==> config.mk <==
export PLATFORM = sky130hd
export DESIGN_NAME = if_fetch
export DESIGN_NICKNAME = d
export VERILOG_FILES = /design/src/rtl/if_fetch.sv
export SDC_FILE = /design/constraint.sdc
export NUM_CORES = 1
export LEC_CHECK = 0
export CAP_MARGIN = 20
export CELL_PAD_IN_SITES_DETAIL_PLACEMENT = 0
export CELL_PAD_IN_SITES_GLOBAL_PLACEMENT = 1
export CORE_MARGIN = 8
export CORE_UTILIZATION = 37
export DETAILED_ROUTE_END_ITERATION = 10
export PLACE_DENSITY = 0.84
export SLEW_MARGIN = 30
export SYNTH_ARGS = -nofsm -noshare
export SYNTH_HDL_FRONTEND = slang
export SYNTH_SLANG_ARGS = --single-unit
export TNS_END_PERCENT = 1
==> constraint.sdc <==
create_clock -name i_clk -period 2.8 [get_ports i_clk]
set_input_delay 0.56 -clock i_clk [delete_from_list [all_inputs] [get_ports i_clk]]
set_output_delay 0.56 -clock i_clk [all_outputs]
set_load 0.05 [all_outputs]
==> src/rtl/if_fetch.sv <==
// Instruction fetch unit: owns the program counter, keeps at most one imem fetch
// in flight and presents {pc, instruction, valid} to the if_id register.
module if_fetch #(
  parameter logic [31:0] RESET_PC = 32'h0000_0000,
  parameter logic [31:0] NOP_INST = 32'h0000_0013
) (
  input  logic        i_clk,
  input  logic        i_reset,
  input  logic        i_stall,
  input  logic        i_jump_en,
  input  logic [31:0] i_jump_addr,
  output logic        o_imem_req,
  output logic [31:0] o_imem_addr,
  input  logic        i_imem_rvalid,
  input  logic [31:0] i_imem_rdata,
  output logic        o_valid,
  output logic [31:0] o_pc_addr,
  output logic [31:0] o_inst_data
);

  typedef enum logic [1:0] {S_REQ, S_WAIT, S_FULL} state_t;

  state_t      state, state_nxt;
  logic [31:0] pc, pc_nxt;
  logic        drop, drop_nxt;
  logic [31:0] buf_pc, buf_pc_nxt;
  logic [31:0] buf_inst, buf_inst_nxt;
  logic        valid_nxt;
  logic [31:0] pc_addr_nxt;
  logic [31:0] inst_nxt;
  logic        slot_free;

  function automatic logic [31:0] word_align(input logic [31:0] addr);
    return addr & 32'hFFFF_FFFC;
  endfunction

  assign o_imem_req  = (state == S_REQ) && !i_reset;
  assign o_imem_addr = word_align(pc);
  assign slot_free   = !o_valid || !i_stall;

  always_comb begin
    state_nxt    = state;
    pc_nxt       = pc;
    drop_nxt     = drop;
    buf_pc_nxt   = buf_pc;
    buf_inst_nxt = buf_inst;
    valid_nxt    = o_valid;
    pc_addr_nxt  = o_pc_addr;
    inst_nxt     = o_inst_data;

    // A consumed slot empties unless something below reloads it this edge.
    if (o_valid && !i_stall) begin
      valid_nxt = 1'b0;
      inst_nxt  = NOP_INST;
    end

    case (state)
      S_REQ: state_nxt = S_WAIT;
      S_WAIT: begin
        if (i_imem_rvalid) begin
          if (drop) begin
            drop_nxt  = 1'b0;
            state_nxt = S_REQ;
          end else if (slot_free) begin
            valid_nxt   = 1'b1;
            pc_addr_nxt = pc;
            inst_nxt    = i_imem_rdata;
            pc_nxt      = pc + 32'd4;
            state_nxt   = S_REQ;
          end else begin
            buf_pc_nxt   = pc;
            buf_inst_nxt = i_imem_rdata;
            pc_nxt       = pc + 32'd4;
            state_nxt    = S_FULL;
          end
        end
      end
      S_FULL: begin
        if (slot_free) begin
          valid_nxt   = 1'b1;
          pc_addr_nxt = buf_pc;
          inst_nxt    = buf_inst;
          state_nxt   = S_REQ;
        end
      end
      default: state_nxt = S_REQ;
    endcase

    // Redirect flushes the slot and buffer; a fetch still in flight is marked
    // for discard so its stale word never reaches the output.
    if (i_jump_en) begin
      pc_nxt       = word_align(i_jump_addr);
      valid_nxt    = 1'b0;
      pc_addr_nxt  = o_pc_addr;
      inst_nxt     = NOP_INST;
      buf_pc_nxt   = buf_pc;
      buf_inst_nxt = buf_inst;
      if (state == S_REQ || (state == S_WAIT && !i_imem_rvalid)) begin
        state_nxt = S_WAIT;
        drop_nxt  = 1'b1;
      end else begin
        state_nxt = S_REQ;
        drop_nxt  = 1'b0;
      end
    end
  end

  always_ff @(posedge i_clk) begin
    if (i_reset) begin
      state       <= S_REQ;
      pc          <= word_align(RESET_PC);
      drop        <= 1'b0;
      buf_pc      <= 32'd0;
      buf_inst    <= 32'd0;
      o_valid     <= 1'b0;
      o_pc_addr   <= 32'd0;
      o_inst_data <= NOP_INST;
    end else begin
      state       <= state_nxt;
      pc          <= pc_nxt;
      drop        <= drop_nxt;
      buf_pc      <= buf_pc_nxt;
      buf_inst    <= buf_inst_nxt;
      o_valid     <= valid_nxt;
      o_pc_addr   <= pc_addr_nxt;
      o_inst_data <= inst_nxt;
    end
  end

endmodule

### Yosys cells after proc, flatten, opt, wreduce, memory -nomap -nowiden

Index checks and enable logic that the tools add are counted.
Widths: inputs -> output; s select.

* add/subtract/negate cells: 1
* equality and inequality tests: 9
* multiplexer cells: 31
* bitwise operators: 3
* reductions and logical operators: 20

Operators with widths (number)
* $mux 32: 13
* $pmux 32 s2: 2
* $add 32x3->32 const B: 1
* $mux 2: 5
* $ne 2x2->1 const B: 5
* $mux 1: 9
* $ne 3x3->1 const B: 2
* $pmux 2 s3: 1
* $reduce_and 3->1: 2
* $reduce_and 6->1: 1
* $reduce_bool 2->1: 3
* $reduce_and 5->1: 1
* $logic_not 1->1: 4
* $reduce_and 2->1: 2
* $logic_and 1x1->1: 3
* $not 1->1: 3
* $eq 2x1->1 const B: 1
* $eq 2x2->1 const B: 1
* $logic_not 2->1: 1
* $logic_or 1x1->1: 2
* $pmux 1 s2: 1
* $reduce_or 2->1: 1

* flip-flop bits (word level): 164
* input bits: 69
* word-level logic and storage cells: 73

### Depth between registers and ports, before layout

* word-level depth: 7
* depth in mapped cells: 9

### Worst setup path after synthesis

Ideal clock, no wire load.

* path type: reg-to-reg
* start point: register pc[2]
* end point: register pc[16]
* arrival time: 2.199 ns
* data required time: 2.714 ns
* path slack: 0.515 ns
* cell stages (with the launch flop): 8
* path buffers: 1
* cells stage by stage: dfxtp_1 > ha_1 > nand4_1 > or3_1 > clkbuf_1 > nor3_1 > xnor2_1 > a211oi_1

* word-level cells in the longest chain between the ends: 5

Ends and longest elaborated chain
* start, declared: line 24 `logic [31:0] pc, pc_nxt;`
* start signal, assigned: line 111 `pc <= word_align(RESET_PC);`
* start signal, assigned: line 120 `pc <= pc_nxt;`
* $add 32x3->32: line 68, 73
* $mux 32: line 61 `if (drop) begin`
* $mux 32: line 60 `if (i_imem_rvalid) begin`
* $mux 32: line 57 `case (state)`
* $mux 32: line 91 `if (i_jump_en) begin`

No other way between the ends. The select of a mux whose other input is x is not followed.
A chain may end at the register's enable or synchronous reset.

### Worst setup path in the final report

* start point: register pc[15]
* end point: output o_imem_addr[15]

RTL lines
* end, declared: line 13 `output logic [31:0] o_imem_addr,`

No word-level cell between the ends.

==> impl_metrics.prom <==
# TYPE chip_impl_metric gauge
chip_impl_metric{name="holdPathStages",unit=""} 2
chip_impl_metric{name="first_pass_grt_wire_length",unit="µm"} 36300
chip_impl_metric{name="ios",unit=""} 167
chip_impl_metric{name="ys_seq_area_share",unit="%"} 42.3
chip_impl_metric{name="dpl.hpwl",unit="µm"} 14800
chip_impl_metric{name="critical_path_cell_count",unit=""} 1
chip_impl_metric{name="num_vias",unit=""} 6893
chip_impl_metric{name="pwr-share-comb",unit="%"} 17.2
chip_impl_metric{name="cp_num_buf_inv",unit=""} 1
chip_impl_metric{name="synth.yosys.warnings",unit=""} 0
chip_impl_metric{name="clock_latency",unit="ns"} 0.42
chip_impl_metric{name="drt_pre_antenna_iters",unit=""} 4
chip_impl_metric{name="post_synth_inst_count",unit=""} 913
chip_impl_metric{name="vdd_ir_drop_max",unit="V"} 0.000399
chip_impl_info{name="r2r_start",value="state[1]"} 1
chip_impl_metric{name="final_layout_size_suffix_gt1_share",unit="%"} 10.2
chip_impl_info{name="worst_hold_path.endpoint",value="buf_inst[13]"} 1
chip_impl_metric{name="pre_cts_ws",unit="ns"} 0.154
chip_impl_info{name="result_of_the_run",value="finished, final reports clean"} 1
chip_impl_info{name="crit_path_cell_trace",value="clkdlybuf4s50_1"} 1
chip_impl_metric{name="die_x",unit="µm"} 158
chip_impl_metric{name="dp_cells",unit=""} 1285
chip_impl_metric{name="timing.reg2reg.setup_slack",unit="ns"} 0.44
chip_impl_metric{name="antenna_found_initial",unit=""} 1
chip_impl_info{name="type_of_destination_of_the_critical_path",value="output port"} 1
chip_impl_info{name="critical_path.startpoint_type",value="flip-flop"} 1
chip_impl_metric{name="cts_max_level",unit=""} 4
chip_impl_metric{name="cts_setup_buffers",unit=""} 0
chip_impl_metric{name="cts-hold-fix-buffers",unit=""} 0
chip_impl_metric{name="finalCritPeriodShare",unit="%"} 84.4
chip_impl_info{name="post-synth-top-area-cell",value="dfxtp_1"} 1
chip_impl_metric{name="leakagePower",unit="µW"} 0.00330
chip_impl_metric{name="ant_nets",unit=""} 0
chip_impl_metric{name="asr_flop_ratio_synth",unit="%"} 0
chip_impl_metric{name="sw_frac_of_total",unit="%"} 29.3
chip_impl_metric{name="synthesis.area",unit="mm²"} 0.00747
chip_impl_info{name="setup_repair_after_global_routing_missed_its_margin",value="no"} 1
chip_impl_metric{name="timing_hold_violations_final",unit=""} 0
chip_impl_metric{name="numClockSinks",unit=""} 158
chip_impl_info{name="hold_path.class",value="flip-flop to flip-flop"} 1
chip_impl_metric{name="finalCriticalPeriod",unit="ns"} 2.36
chip_impl_metric{name="number_of_enable_type_register_cells_in_the_synthesized_netlist",unit=""} 0
chip_impl_metric{name="std_cell_rows",unit=""} 52
chip_impl_metric{name="routed_via_density",unit=""} 5.23
chip_impl_info{name="crit_family",value="buffers and inverters"} 1
chip_impl_metric{name="relSlewSlack",unit="%"} 43.9
chip_impl_metric{name="post-route-drc-count",unit=""} 0
chip_impl_metric{name="pin_count_of_the_biggest_net_entering_global_routing",unit=""} 61
chip_impl_metric{name="final.fill_count",unit=""} 2000
chip_impl_info{name="crit_path_top_delay_cell",value="clkdlybuf4s50_1"} 1
chip_impl_metric{name="globalRouteOverflowTotal",unit=""} 0
chip_impl_metric{name="post_drt_wl_per_cell",unit="µm"} 17.2
chip_impl_metric{name="route.final.wire_length",unit="µm"} 22700
chip_impl_metric{name="place.gp.congestion",unit=""} 0.770
chip_impl_metric{name="clk_transition_reported_paths",unit="ns"} 0.07
chip_impl_metric{name="port-buffer-count",unit=""} 160
chip_impl_metric{name="timing.final.max_slew_violations",unit=""} 0
chip_impl_metric{name="total_power",unit="µW"} 5900
chip_impl_metric{name="worst_path_largest_cell_delay",unit="ns"} 0.87
chip_impl_metric{name="fmax",unit="MHz"} 423
chip_impl_metric{name="synth.ff_latch_count",unit=""} 158
chip_impl_info{name="dominantRegCellSynth",value="dfxtp_1"} 1
chip_impl_info{name="source_of_the_worst_hold_timing_path",value="buf_inst[13]"} 1
chip_impl_metric{name="die_area",unit="mm²"} 0.0250
chip_impl_metric{name="cp_data_required_time",unit="ns"} 2.24
chip_impl_metric{name="core_area",unit="mm²"} 0.0200
chip_impl_metric{name="worstPathMaxFanout",unit=""} 8
chip_impl_metric{name="timing.max_cap.violations",unit=""} 0
chip_impl_metric{name="tritoncts.num_buffers",unit=""} 17
chip_impl_metric{name="seq_power_share",unit="%"} 41.2
chip_impl_metric{name="timing.critical_path.arrival",unit="ns"} 1.80
chip_impl_info{name="clock_tree.root_cell",value="clkbuf_16"} 1
chip_impl_info{name="critical_path.reg2reg.endpoint",value="pc[14]"} 1
chip_impl_info{name="synth_top_cells_by_area",value="dfxtp_1 42%, nand2_1 11%, a21oi_1 6.6%"} 1
chip_impl_metric{name="setup_ws_post_layout",unit="ns"} 0.438
chip_impl_metric{name="yosysUniqueCellTypes",unit=""} 46
chip_impl_metric{name="pint",unit="µW"} 4170
chip_impl_metric{name="synthDominantCellAreaShare",unit="%"} 42.3
chip_impl_metric{name="max_root_sink_buffers",unit=""} 2
chip_impl_info{name="critPathKind",value="flip-flop to output port"} 1
chip_impl_metric{name="net_count_final",unit=""} 1108
chip_impl_metric{name="power.clock.fraction",unit="%"} 41.6
chip_impl_metric{name="cellPowerDensity",unit="mW/mm²"} 590
chip_impl_metric{name="setup_viol_count_final",unit=""} 0
chip_impl_metric{name="floorplan.initialDensity",unit="%"} 37.3
chip_impl_metric{name="synthesis.area_per_instance",unit="µm²"} 8.18
chip_impl_metric{name="switchingPower",unit="µW"} 1730
chip_impl_metric{name="clock-skew-final",unit="ns"} 0.00982
chip_impl_metric{name="areaGrowthSynthToFinish",unit="%"} 33.8
chip_impl_metric{name="tightest_slew",unit="ns"} 0.841
chip_impl_metric{name="layout.core_utilization",unit="%"} 49.9
chip_impl_metric{name="antenna-diode-count",unit=""} 0
chip_impl_metric{name="grt_pass1_vias",unit=""} 6828
chip_impl_metric{name="die_h",unit="µm"} 158
chip_impl_metric{name="gr-usage-all-layers",unit="%"} 18.3
chip_impl_metric{name="ff2ff_path_depth",unit=""} 6
chip_impl_metric{name="drt_first_iter_violations",unit=""} 288
chip_impl_metric{name="layoutNonFillerInstCount",unit=""} 1317
chip_impl_info{name="clock_tree_from_tritoncts",value="built"} 1
chip_impl_metric{name="timing.setup.tns",unit="ns"} 0
chip_impl_metric{name="postCtsResizedCells",unit=""} 0
-- cell families (layout without fill, tap and decap cells) --
group | after synthesis | after routing | synth area share, %
other | 1 | 4 | 0.0502
XOR/XNOR | 26 | 26 | 3.05
multiplexers | 66 | 66 | 9.38
adder cells (fa/ha/maj) | 5 | 5 | 0.838
buffers and inverters | 96 | 227 | 5.18
AO/OA/AOI/OAI | 226 | 226 | 20.2
flip-flops | 158 | 158 | 42.3
AND/OR/NAND/NOR | 335 | 335 | 19.0
-- per-stage QoR --
| stage | hold WS [ns] | cell area (µm²) |
|---|---|---|
| 2_1_floorplan | 0.434 | 7480 |
| 3_3_place_gp | 0.441 | 9370 |
| 3_5_place_dp | 0.446 | 9370 |
| 4_1_cts | 0.455 | 9990 |
| 5_1_grt | 0.472 | 9990 |
| 6_report | 0.452 | 9990 |
-- cell type report --
type	instances	area (µm²)	share of cell area, %
Tap cell	270	338	3.38
Clock inverter	14	181	1.82
Multi-Input combinational cell	662	3970	39.7
Sequential cell	158	3160	31.7
Inverter	11	41.3	0.413
Clock buffer	18	439	4.39
Timing Repair Buffer	184	1860	18.7
-- per-layer routing --
layer	vias to the layer above	global-route usage [%]	wire length, µm
li1	3436	-	-
met3	23	4.31	1560
met2	199	30.3	10800
met5	-	0	13
met4	2	5.93	363
met1	3233	22.9	10000
-- power by group through the flow --
stage          logic, µW  clock network, µW  registers [µW]
2_1_floorplan        357                  0            2740
3_3_place_gp        1010                  0            2480
3_5_place_dp        1020                  0            2480
4_1_cts             1020               2510            2430
5_1_grt             1080               2600            2440
6_report            1010               2450            2430
-- flip-flops by register name, summed over array words and instances (netlist names) --
register	count
buf_inst	32
buf_pc	30
drop	1
o_inst_data	32
o_pc_addr	30
o_valid	1
pc	30
state	2
-- Yosys cell counts, drive strengths merged (2+ instances only) --
cell type,count
mux2,32
a211oi,43
o21ai,15
nand2,209
clkbuf,70
a311oi,33
or3,5
mux2i,34
buf,15
dfxtp,158
nand2b,2
nor2,65
ha,5
inv,11
a21oi,98
xor2,5
or2,2
or4,3
xnor2,21
nand4,7
a22o,29
nor3,21
nand3,8
nor2b,3
nor4,3
and3,3
o221ai,3
-- layout by cell type (no fill, tap or decap), types with 3 or more instances in the layout --
cell	netlist	final
nor2_1	65	64
a211oi_1	42	42
a21oi_1	98	98
clkbuf_16	0	17
a311oi_1	33	33
dfxtp_1	158	158
inv_1	11	11
or3_1	5	5
xor2_1	5	5
mux2_2	32	32
nor2b_1	3	3
clkinvlp_4	0	3
clkdlybuf4s50_1	0	158
a22o_1	29	29
and3_1	3	3
xnor2_1	21	21
o21ai_0	14	13
nand2_1	209	209
inv_6	0	5
buf_12	0	7
buf_4	4	19
or4_1	3	3
nor3_1	20	19
o221ai_1	3	3
bufinv_16	0	3
nand3_1	8	7
nand4_1	6	6
mux2i_1	34	34
conb_1	1	4
-- worst max-delay path by stage --
stage,from,end,slack [ns]
floorplan,pc[2],pc[16],0.52
global placement,i_imem_rvalid,pc[21],0.17
detailed placement,i_imem_rvalid,pc[21],0.15
CTS,pc[10],o_imem_addr[10],0.41
global route,state[1],pc[20],0.28
finish,pc[15],o_imem_addr[15],0.44
No activity file was read; power rests on OpenSTA's default activity.
